`config.mk`:
```
export PLATFORM = sky130hd
export DESIGN_NAME = fetch_stage
export DESIGN_NICKNAME = d
export VERILOG_FILES = /design/src/rtl/fetch_stage.sv
export SDC_FILE = /design/constraint.sdc
export NUM_CORES = 1
export LEC_CHECK = 0
export CAP_MARGIN = 25
export CORE_MARGIN = 3
export CORE_UTILIZATION = 40
export CTS_CLUSTER_SIZE = 12
export DETAILED_ROUTE_END_ITERATION = 8
export PLACE_DENSITY_LB_ADDON = 0.2
export SLEW_MARGIN = 30
export SYNTH_ARGS = -nofsm -noshare
export SYNTH_HDL_FRONTEND = slang
export SYNTH_SLANG_ARGS = --single-unit
```
`constraint.sdc`:
```
create_clock -name clk -period 4.3 [get_ports clk]
set_clock_uncertainty 0.1 [all_clocks]
set_input_delay 0.86 -clock clk [delete_from_list [all_inputs] [get_ports clk]]
set_output_delay 0.86 -clock clk [all_outputs]
set_load 0.01 [all_outputs]
```
`src/rtl/fetch_stage.sv`:
```
// Instruction fetch stage: owns the PC, issues word fetches to instruction
// memory over a req/ack handshake and feeds the IF/ID pipeline register.
// A one-entry hold buffer absorbs a returning fetch while decode stalls.
// Redirects from execute flush wrong-path work. An in-flight request is
// finished off in DROP so that its data can be thrown away safely.
// Optional feature macro: FETCH_MISALIGN_EN. When it is defined, a redirect
// to a non-word-aligned target raises if_id_misalign and issues no fetch.
module fetch_stage #(
   parameter logic [31:0] RESET_PC = 32'h0000_0000,
   parameter logic [31:0] NOP_INST = 32'h0000_0013
) (
   input  logic        clk,
   input  logic        rst,
   output logic        imem_req,
   output logic [31:0] imem_addr,
   input  logic        imem_ack,
   input  logic [31:0] imem_rdata,
   input  logic        stall,
   input  logic        redirect_valid,
   input  logic [31:0] redirect_pc,
   output logic        if_id_valid,
   output logic [31:0] if_id_inst,
   output logic [31:0] if_id_pc,
   output logic [31:0] if_id_pc4,
   output logic        if_id_misalign
);

   typedef enum logic [2:0] {
      IDLE,
      FETCH,
      HOLD,
      DROP
`ifdef FETCH_MISALIGN_EN
      ,
      MISAL
`endif
   } state_t;

   state_t      state, state_n;
   logic [31:0] pc, pc_n;
   logic [31:0] req_addr, req_addr_n;
   logic [31:0] hold_inst, hold_inst_n;
   logic [31:0] hold_pc, hold_pc_n;
   logic        valid_n;
   logic [31:0] inst_n, ifpc_n, ifpc4_n;
   logic        slot_free;
   logic        launch;
   logic [31:0] launch_addr;

   // A memory request is outstanding in FETCH, and in DROP while the
   // wrong-path request is drained.
   assign imem_req  = (state == FETCH) || (state == DROP);
   assign imem_addr = req_addr;

   // Decode can take a new instruction when IF/ID is empty or not stalled.
   assign slot_free = !if_id_valid || !stall;

   // Any new fetch goes to the redirect target when one is present.
   // Otherwise it goes to the saved PC.
   assign launch_addr = redirect_valid ? redirect_pc : pc;

`ifdef FETCH_MISALIGN_EN
   logic misal, misal_n;
   assign if_id_misalign = misal;
`else
   assign if_id_misalign = 1'b0;
`endif

   // Next-state logic: FSM transitions, PC/request address, hold buffer and IF/ID.
   always_comb begin
      state_n     = state;
      pc_n        = pc;
      req_addr_n  = req_addr;
      hold_inst_n = hold_inst;
      hold_pc_n   = hold_pc;
      valid_n     = if_id_valid;
      inst_n      = if_id_inst;
      ifpc_n      = if_id_pc;
      ifpc4_n     = if_id_pc4;
      launch      = 1'b0;
`ifdef FETCH_MISALIGN_EN
      misal_n     = misal;
`endif

      if (!(stall && if_id_valid)) begin
         valid_n = 1'b0;
         inst_n  = NOP_INST;
      end

      case (state)
         IDLE: begin
            launch = 1'b1;
         end
         FETCH: begin
            if (redirect_valid) begin
               if (imem_ack) begin
                  launch = 1'b1;
               end else begin
                  state_n = DROP;
               end
            end else if (imem_ack) begin
               pc_n = req_addr + 32'd4;
               if (slot_free) begin
                  valid_n    = 1'b1;
                  inst_n     = imem_rdata;
                  ifpc_n     = req_addr;
                  ifpc4_n    = req_addr + 32'd4;
                  req_addr_n = req_addr + 32'd4;
               end else begin
                  hold_inst_n = imem_rdata;
                  hold_pc_n   = req_addr;
                  state_n     = HOLD;
               end
            end
         end
         HOLD: begin
            if (redirect_valid) begin
               launch = 1'b1;
            end else if (!stall) begin
               valid_n = 1'b1;
               inst_n  = hold_inst;
               ifpc_n  = hold_pc;
               ifpc4_n = hold_pc + 32'd4;
               launch  = 1'b1;
            end
         end
         DROP: begin
            if (imem_ack) begin
               launch = 1'b1;
            end
         end
`ifdef FETCH_MISALIGN_EN
         MISAL: begin
            if (redirect_valid) begin
               launch = 1'b1;
            end
         end
`endif
         default: begin
            state_n = IDLE;
         end
      endcase

      if (redirect_valid) begin
         valid_n = 1'b0;
         inst_n  = NOP_INST;
         pc_n    = redirect_pc;
`ifdef FETCH_MISALIGN_EN
         misal_n = 1'b0;
`endif
      end

`ifdef FETCH_MISALIGN_EN
      if (launch && (launch_addr[1:0] != 2'b00)) begin
         state_n = MISAL;
         pc_n    = launch_addr;
         valid_n = 1'b1;
         misal_n = 1'b1;
         inst_n  = NOP_INST;
         ifpc_n  = launch_addr;
         ifpc4_n = launch_addr + 32'd4;
      end else if (launch) begin
         state_n    = FETCH;
         req_addr_n = launch_addr;
      end
`else
      if (launch) begin
         state_n    = FETCH;
         req_addr_n = launch_addr;
      end
`endif
   end

   // State register with synchronous reset for the FSM, PC, hold buffer and IF/ID.
   always_ff @(posedge clk) begin
      if (rst) begin
         state       <= IDLE;
         pc          <= RESET_PC;
         req_addr    <= RESET_PC;
         hold_inst   <= NOP_INST;
         hold_pc     <= 32'd0;
         if_id_valid <= 1'b0;
         if_id_inst  <= NOP_INST;
         if_id_pc    <= 32'd0;
         if_id_pc4   <= 32'd0;
`ifdef FETCH_MISALIGN_EN
         misal       <= 1'b0;
`endif
      end else begin
         state       <= state_n;
         pc          <= pc_n;
         req_addr    <= req_addr_n;
         hold_inst   <= hold_inst_n;
         hold_pc     <= hold_pc_n;
         if_id_valid <= valid_n;
         if_id_inst  <= inst_n;
         if_id_pc    <= ifpc_n;
         if_id_pc4   <= ifpc4_n;
`ifdef FETCH_MISALIGN_EN
         misal       <= misal_n;
`endif
      end
   end

endmodule

```
==> flow_summary.yaml, run 1 <==
outcome:
  status: "finished, final reports clean"
synthesis:
  synth_xor_area_share_pct: 3.64
  synth-edff-count: 0
  yosysSeqAreaShare_pct: 38.2
  synthCells: 1484
  synth-seq-cells: 225
  synth_adder_area_share_pct: 0.743
  synth_top_area_share_pct: 38.2
  synth.area.mux_share_pct: 3.76
  avgSynthCellArea_um2: 7.94
  synth.area.top_cells: "dfxtp_1 38%, nand2_1 7.5%, a211oi_1 6.1%, a21oi_1 5.1%, clkbuf_1 4.1%"
  synth_warnings: 0
  yosys.area.top_type: "dfxtp_1"
  synthArstFlopShare_pct: 0
  synth_compound_area_share_pct: 24.7
  syn_area_mm2: 0.0118
  synthDistinctLibCells: 63
  synth_nets: 1560
  synth_top_family_by_area: "compound AO/OA/AOI/OAI gates"
  synthSimpleGateAreaFrac_pct: 23.0
  yosys_most_used_dff: "dfxtp_1"
clock_tree:
  clkTransAtPathRegs_ns: 0.06
  cts-buffers-inserted: 26
  cts_tree: "done"
  clk_path_buf_depth: 3
  clockRootBuffer: "clkbuf_16"
  postCtsHoldBufs: 0
  insertion_delay_ns: 0.53
  cts_setup_buffers: 0
  cts_num_sinks: 225
  cts-resized-gates: 0
  htreeDepth: 1
sta:
  fmax_mhz: 307
  fin_crit_ns: 3.25
  slew_violations: 0
  slew_headroom_pct: 33.7
  setup_viol: 0
  fin_setup_tns_ns: 0
  min_period_over_period_pct: 75.6
  rsz0062_at_grt: "false"
  hold_viol: 0
  tightest_slew_ns: 0.995
power_and_ir_drop:
  vdd_drop_max_v: 0.000234
  p_leak_nw: 4.72
  p_total_mw: 5.38
  powerDensity_mw_per_mm2: 365
floorplanning:
  die_area_mm2: 0.0315
  start_util_pct: 40.8
  pin_count: 200
  num_rows: 62
  die_w_um: 178
  coreArea_mm2: 0.0289
  die_h_um: 178
placement:
  dp_hpwl_um: 25600
  dp_cells: 1939
  port_buffers: 198
  gp_congestion: 0.861
setup_path:
  crit_path_max_fanout: 17
  cp-start-kind: "flip-flop"
  worstSetupPathType: "reg -> out"
  required_ns: 3.34
  path_buf_inv: 2
  slowest_delay_ns: 0.50
  worst_path_dominant_cell_family: "buffers and inverters"
  critPathCaptureType: "output pin"
  crit_slowest_cell: "clkdlybuf4s50_1"
  ff2ff_setup_slack_ns: 1.24
  crit_chain: "inv_1 > ha_1 > or2_2 > clkdlybuf4s50_1"
  cp.arrival_ns: 2.29
global_route:
  grt_pass1_wl_um: 60800
  grt_overflow_total: 0
  gr-usage-all-layers_pct: 24.0
  grt_max_degree: 171
  grt_pass1_vias: 10879
  grt_antenna_before_repair: 1
route:
  drtIter0Drc: 1007
  ant_nets: 0
  drc: 0
  wl_per_cell_um: 19.9
  avgViaCountPerCell: 5.84
  drt-total-wl_um: 39500
  vias: 11617
  dr.pass1.iters: 5
min_path:
  min_path_type: "reg -> reg"
layout:
  multi_input_area_mm2: 0.00662
  regArea_mm2: 0.00450
  post-route-util_pct: 51.0
  final_cells: 1988
  nets: 1659
  layout-drive-gt1-share_pct: 6.49
  area_growth_pct: 25.0
  fillers: 2765
run:
  max_cap_viol_count: 0
[worst register-to-register path: stages (launching register included)]
cell       delay [ns]
dfxtp_1          0.34
inv_1            0.12
ha_2             0.86
nand2_1          0.13
a32oi_1          0.41
o21a_1           0.17
buf_4            0.35
nor2_1           0.10
a2111oi_2        0.36
[path summary, 6_finish.rpt]
check | depth (start not counted) | endpoint | from
min reg2reg | 2 | hold_inst[31]$_SDFFE_PP0P_ | hold_inst[31]$_SDFFE_PP0P_
min | 2 | hold_inst[31]$_SDFFE_PP0P_ | hold_inst[31]$_SDFFE_PP0P_
max | 4 | imem_req | state[1]$_SDFFE_PP0P_
max reg2reg | 8 | if_id_pc4[28]$_SDFFE_PP0P_ | state[0]$_SDFFE_PP0P_
[placed cells by master, fill, tap and decap left out, types with 9 or more instances in the layout]
master,Yosys,routed
and4_1,12,12
xnor2_1,33,33
nor3_1,56,54
clkinv_2,0,9
nand3_1,33,33
nor4_1,21,21
and3_1,24,24
mux2i_1,42,42
xor2_1,16,16
nor4_2,11,11
inv_1,18,18
nand2_1,234,233
o31ai_1,14,14
o22ai_1,15,15
clkbuf_16,0,27
a22oi_1,31,31
a31oi_1,12,12
buf_4,3,24
dfxtp_1,225,225
nand3b_1,20,20
a22o_1,55,55
nor2_1,89,89
o31a_1,16,16
a21oi_1,121,121
o21ai_0,37,37
nand4_1,22,22
and2_1,11,10
clkdlybuf4s50_1,0,196
a211oi_1,95,95
[cell usage after synthesis (31+ instances only)]
library cell / n
a211oi_1: 95
a21oi_1: 121
a22o_1: 55
a22oi_1: 31
clkbuf_1: 129
dfxtp_1: 225
mux2i_1: 42
nand2_1: 234
nand3_1: 33
nor2_1: 89
nor3_1: 56
o21ai_0: 37
xnor2_1: 33
[report_power, final]
group | switching [mW] | internal (mW)
clock network | 0.906 | 1.29
logic | 0.458 | 0.396
registers | 0.139 | 2.19
[stage by stage]
| step | hold WS, ns | cell area (um^2) | setup WS, ns |
|---|---|---|---|
| after floorplan | 0.332 | 11800 | 1.55 |
| after global placement | 0.343 | 13900 | 1.02 |
| after detailed placement | 0.347 | 13900 | 0.902 |
| after CTS | 0.355 | 14700 | 1.02 |
| after global routing | 0.377 | 14700 | 0.906 |
| final | 0.352 | 14700 | 1.05 |
[metal layers]
| layer | vias up | GRT usage, % | part of all wire (%) |
|---|---|---|---|
| met5 | - | 0 | 0 |
| met4 | 0 | 8.15 | 3.4 |
| met3 | 90 | 4.00 | 7.0 |
| met2 | 433 | 37.8 | 45 |
| met1 | 5498 | 33.3 | 45 |
| li1 | 5596 | - | - |
[flip-flops by register name, indices dropped and copies added, names as in the netlist]
signal,flops
imem_addr,32
if_id_inst,32
if_id_pc4,30
if_id_valid,1
pc,32
hold_inst,32
hold_pc,32
state,2
if_id_pc,32
[cells by family after synthesis]
| family | Yosys count |
|---|---|
| compound gates | 429 |
| buf+inv | 173 |
| mux | 44 |
| xor+xnor | 49 |
| fa+ha+maj | 7 |
| flops | 225 |
| simple gates | 556 |
| other cells | 1 |
[area by class of cell]
type | instances | share of cell area, %
antenna | 1 | 0.0170
clock buffer | 37 | 5.18
clock inverter | 11 | 0.561
inverter | 20 | 0.510
multi-input combinational | 1086 | 45.0
sequential | 225 | 30.6
tap | 384 | 3.26
timing repair buffer | 224 | 14.9
Power figures use the tool's default switching activity.
==> inputs of run 2 (changes only) <==
==> constraint.sdc (replaced) <==
create_clock -name clk -period 2.7 [get_ports clk]
set_clock_uncertainty 0.1 [all_clocks]
set_input_delay 0.54 -clock clk [delete_from_list [all_inputs] [get_ports clk]]
set_output_delay 0.54 -clock clk [all_outputs]
set_load 0.01 [all_outputs]
==> run 2 against run 1 <==
Against the previous run:
- non-clock buffer count up 57
- sequential share of layout area down 1.2 points
- setup slack worse by 0.93 ns
- count of clock-buffer cells in the layout up 4
- largest power group unchanged
==> flow_summary.yaml, run 2 (synthesis gave the netlist of run 1 again) <==
setup_path:
  cp.arrival_ns: 1.94
  critPathCaptureType: "output pin"
  required_ns: 2.06
  cp-start-kind: "flip-flop"
  ff2ff_setup_slack_ns: 0.29
  crit_path_max_fanout: 5
  worstSetupPathType: "reg -> out"
sta:
  fmax_mhz: 388
  setup_viol: 0
  whs_ns: 0.263
  fin_crit_ns: 2.58
  fin_setup_tns_ns: 0
  slew_headroom_pct: 47.8
  worst_slack_ns: 0.120
  min_period_over_period_pct: 95.6
  slew_violations: 0
  hold_viol: 0
  rsz0062_at_grt: "false"
  tightest_slew_ns: 0.776
route:
  dr.pass1.iters: 5
  ant_nets: 0
  drt-total-wl_um: 40300
  drc: 0
  wl_per_cell_um: 19.7
  drtIter0Drc: 1040
  vias: 11853
  avgViaCountPerCell: 5.80
global_route:
  grt_antenna_before_repair: 0
  grt_overflow_total: 0
  grt_pass1_vias: 11156
  grt_pass1_wl_um: 62800
  gr-usage-all-layers_pct: 24.8
  grt_max_degree: 101
placement:
  place_ws_ns: 0.0971
  port_buffers: 198
  gp_congestion: 0.853
  dp_cells: 1994
  dp_hpwl_um: 26900
  postPlaceCellArea_mm2: 0.0144
floorplanning:
  die_w_um: 178
  coreArea_mm2: 0.0289
  num_rows: 62
  start_util_pct: 40.8
  die_h_um: 178
  pin_count: 200
  die_area_mm2: 0.0315
clock_tree:
  postCtsHoldBufs: 0
  clk_path_buf_depth: 3
  cts_num_sinks: 225
  cts_tree: "done"
  cts-buffers-inserted: 26
  clkTransAtPathRegs_ns: 0.06
  clockRootBuffer: "clkbuf_16"
  insertion_delay_ns: 0.53
  htreeDepth: 1
layout:
  n_antenna_cell: 0
  area_growth_pct: 30.3
  nets: 1716
  post-route-util_pct: 53.2
  layout-drive-gt1-share_pct: 9.76
  final_cells: 2044
  postLayoutCellArea_mm2: 0.0154
  layout_commonest_cell: "nand2_1"
  layout_common_cells: "233 x nand2_1, 224 x dfxtp_1, 196 x clkdlybuf4s50_1, 121 x a21oi_1, 95 x a211oi_1"
power_and_ir_drop:
  pwr-share-comb_pct: 17.7
  power_frac_clock_pct: 41.1
  seqPwrFrac_pct: 41.2
  switching_power_mw: 2.43
  p_leak_nw: 5.07
  netSwitchingFraction_pct: 27.6
  vdd_drop_max_v: 0.000390
  p_total_mw: 8.81
  p_int_mw: 6.38
  powerDensity_mw_per_mm2: 574
run:
  max_cap_viol_count: 0
outcome:
  status: "finished, final reports clean"
min_path:
  min_path_type: "in -> reg"
run 2: changes by cell type in the layout (fill, tap and decap cells not counted), sizes merged:
cell	change
inv	+1
buf	+57
clkinv	-5
clkbuf	+4
diode	-1
run 2: routing by layer:
metal	GRT usage, %	routed length [um]	vias to the layer above
met3	4.07	2760	75
met2	40.8	18800	412
met4	6.45	958	0
li1	-	-	5697
met1	33.7	17800	5669
met5	0	0	-
run 2: power groups by stage:
stage,Combinational (mW),Clock [mW],Sequential (mW)
2_1_floorplan,0.779,0,3.72
3_3_place_gp,1.53,0,3.69
3_5_place_dp,1.54,0,3.70
4_1_cts,1.56,3.67,3.63
5_1_grt,1.69,3.79,3.65
6_report,1.56,3.62,3.63
run 2: layout make-up:
cell class,instances,area (um^2)
timing repair buffer,281,2780
clock buffer,41,818
clock inverter,7,66.3
sequential,225,4510
inverter,20,75.1
tap,384,480
fill,2717,13500
multi-input combinational,1086,6630
run 2: path summary, 6_finish.rpt:
kind	start	to	cells past startpoint
worst max-delay path	state[1]$_SDFFE_PP0P_	imem_req	4
worst min-delay path	rst	hold_inst[29]$_SDFFE_PP0P_	2
worst min register to register	hold_inst[12]$_SDFFE_PP0P_	hold_inst[12]$_SDFFE_PP0P_	2
worst max register to register	imem_addr[8]$_SDFFE_PP0P_	if_id_pc4[28]$_SDFFE_PP0P_	5
run 2: worst max-delay path, stage by stage, from the launching register on:
cell and delay, ns:
dfxtp_2 0.37, inv_1 0.09, ha_4 0.17, or2_2 0.31
clkdlybuf4s50_1 0.48
run 2: timing repair:
action | in CTS | in global routing
buffers inserted | 0 | 2
gates resized for setup | 3 | 0
setup endpoints to repair | 1 | 1
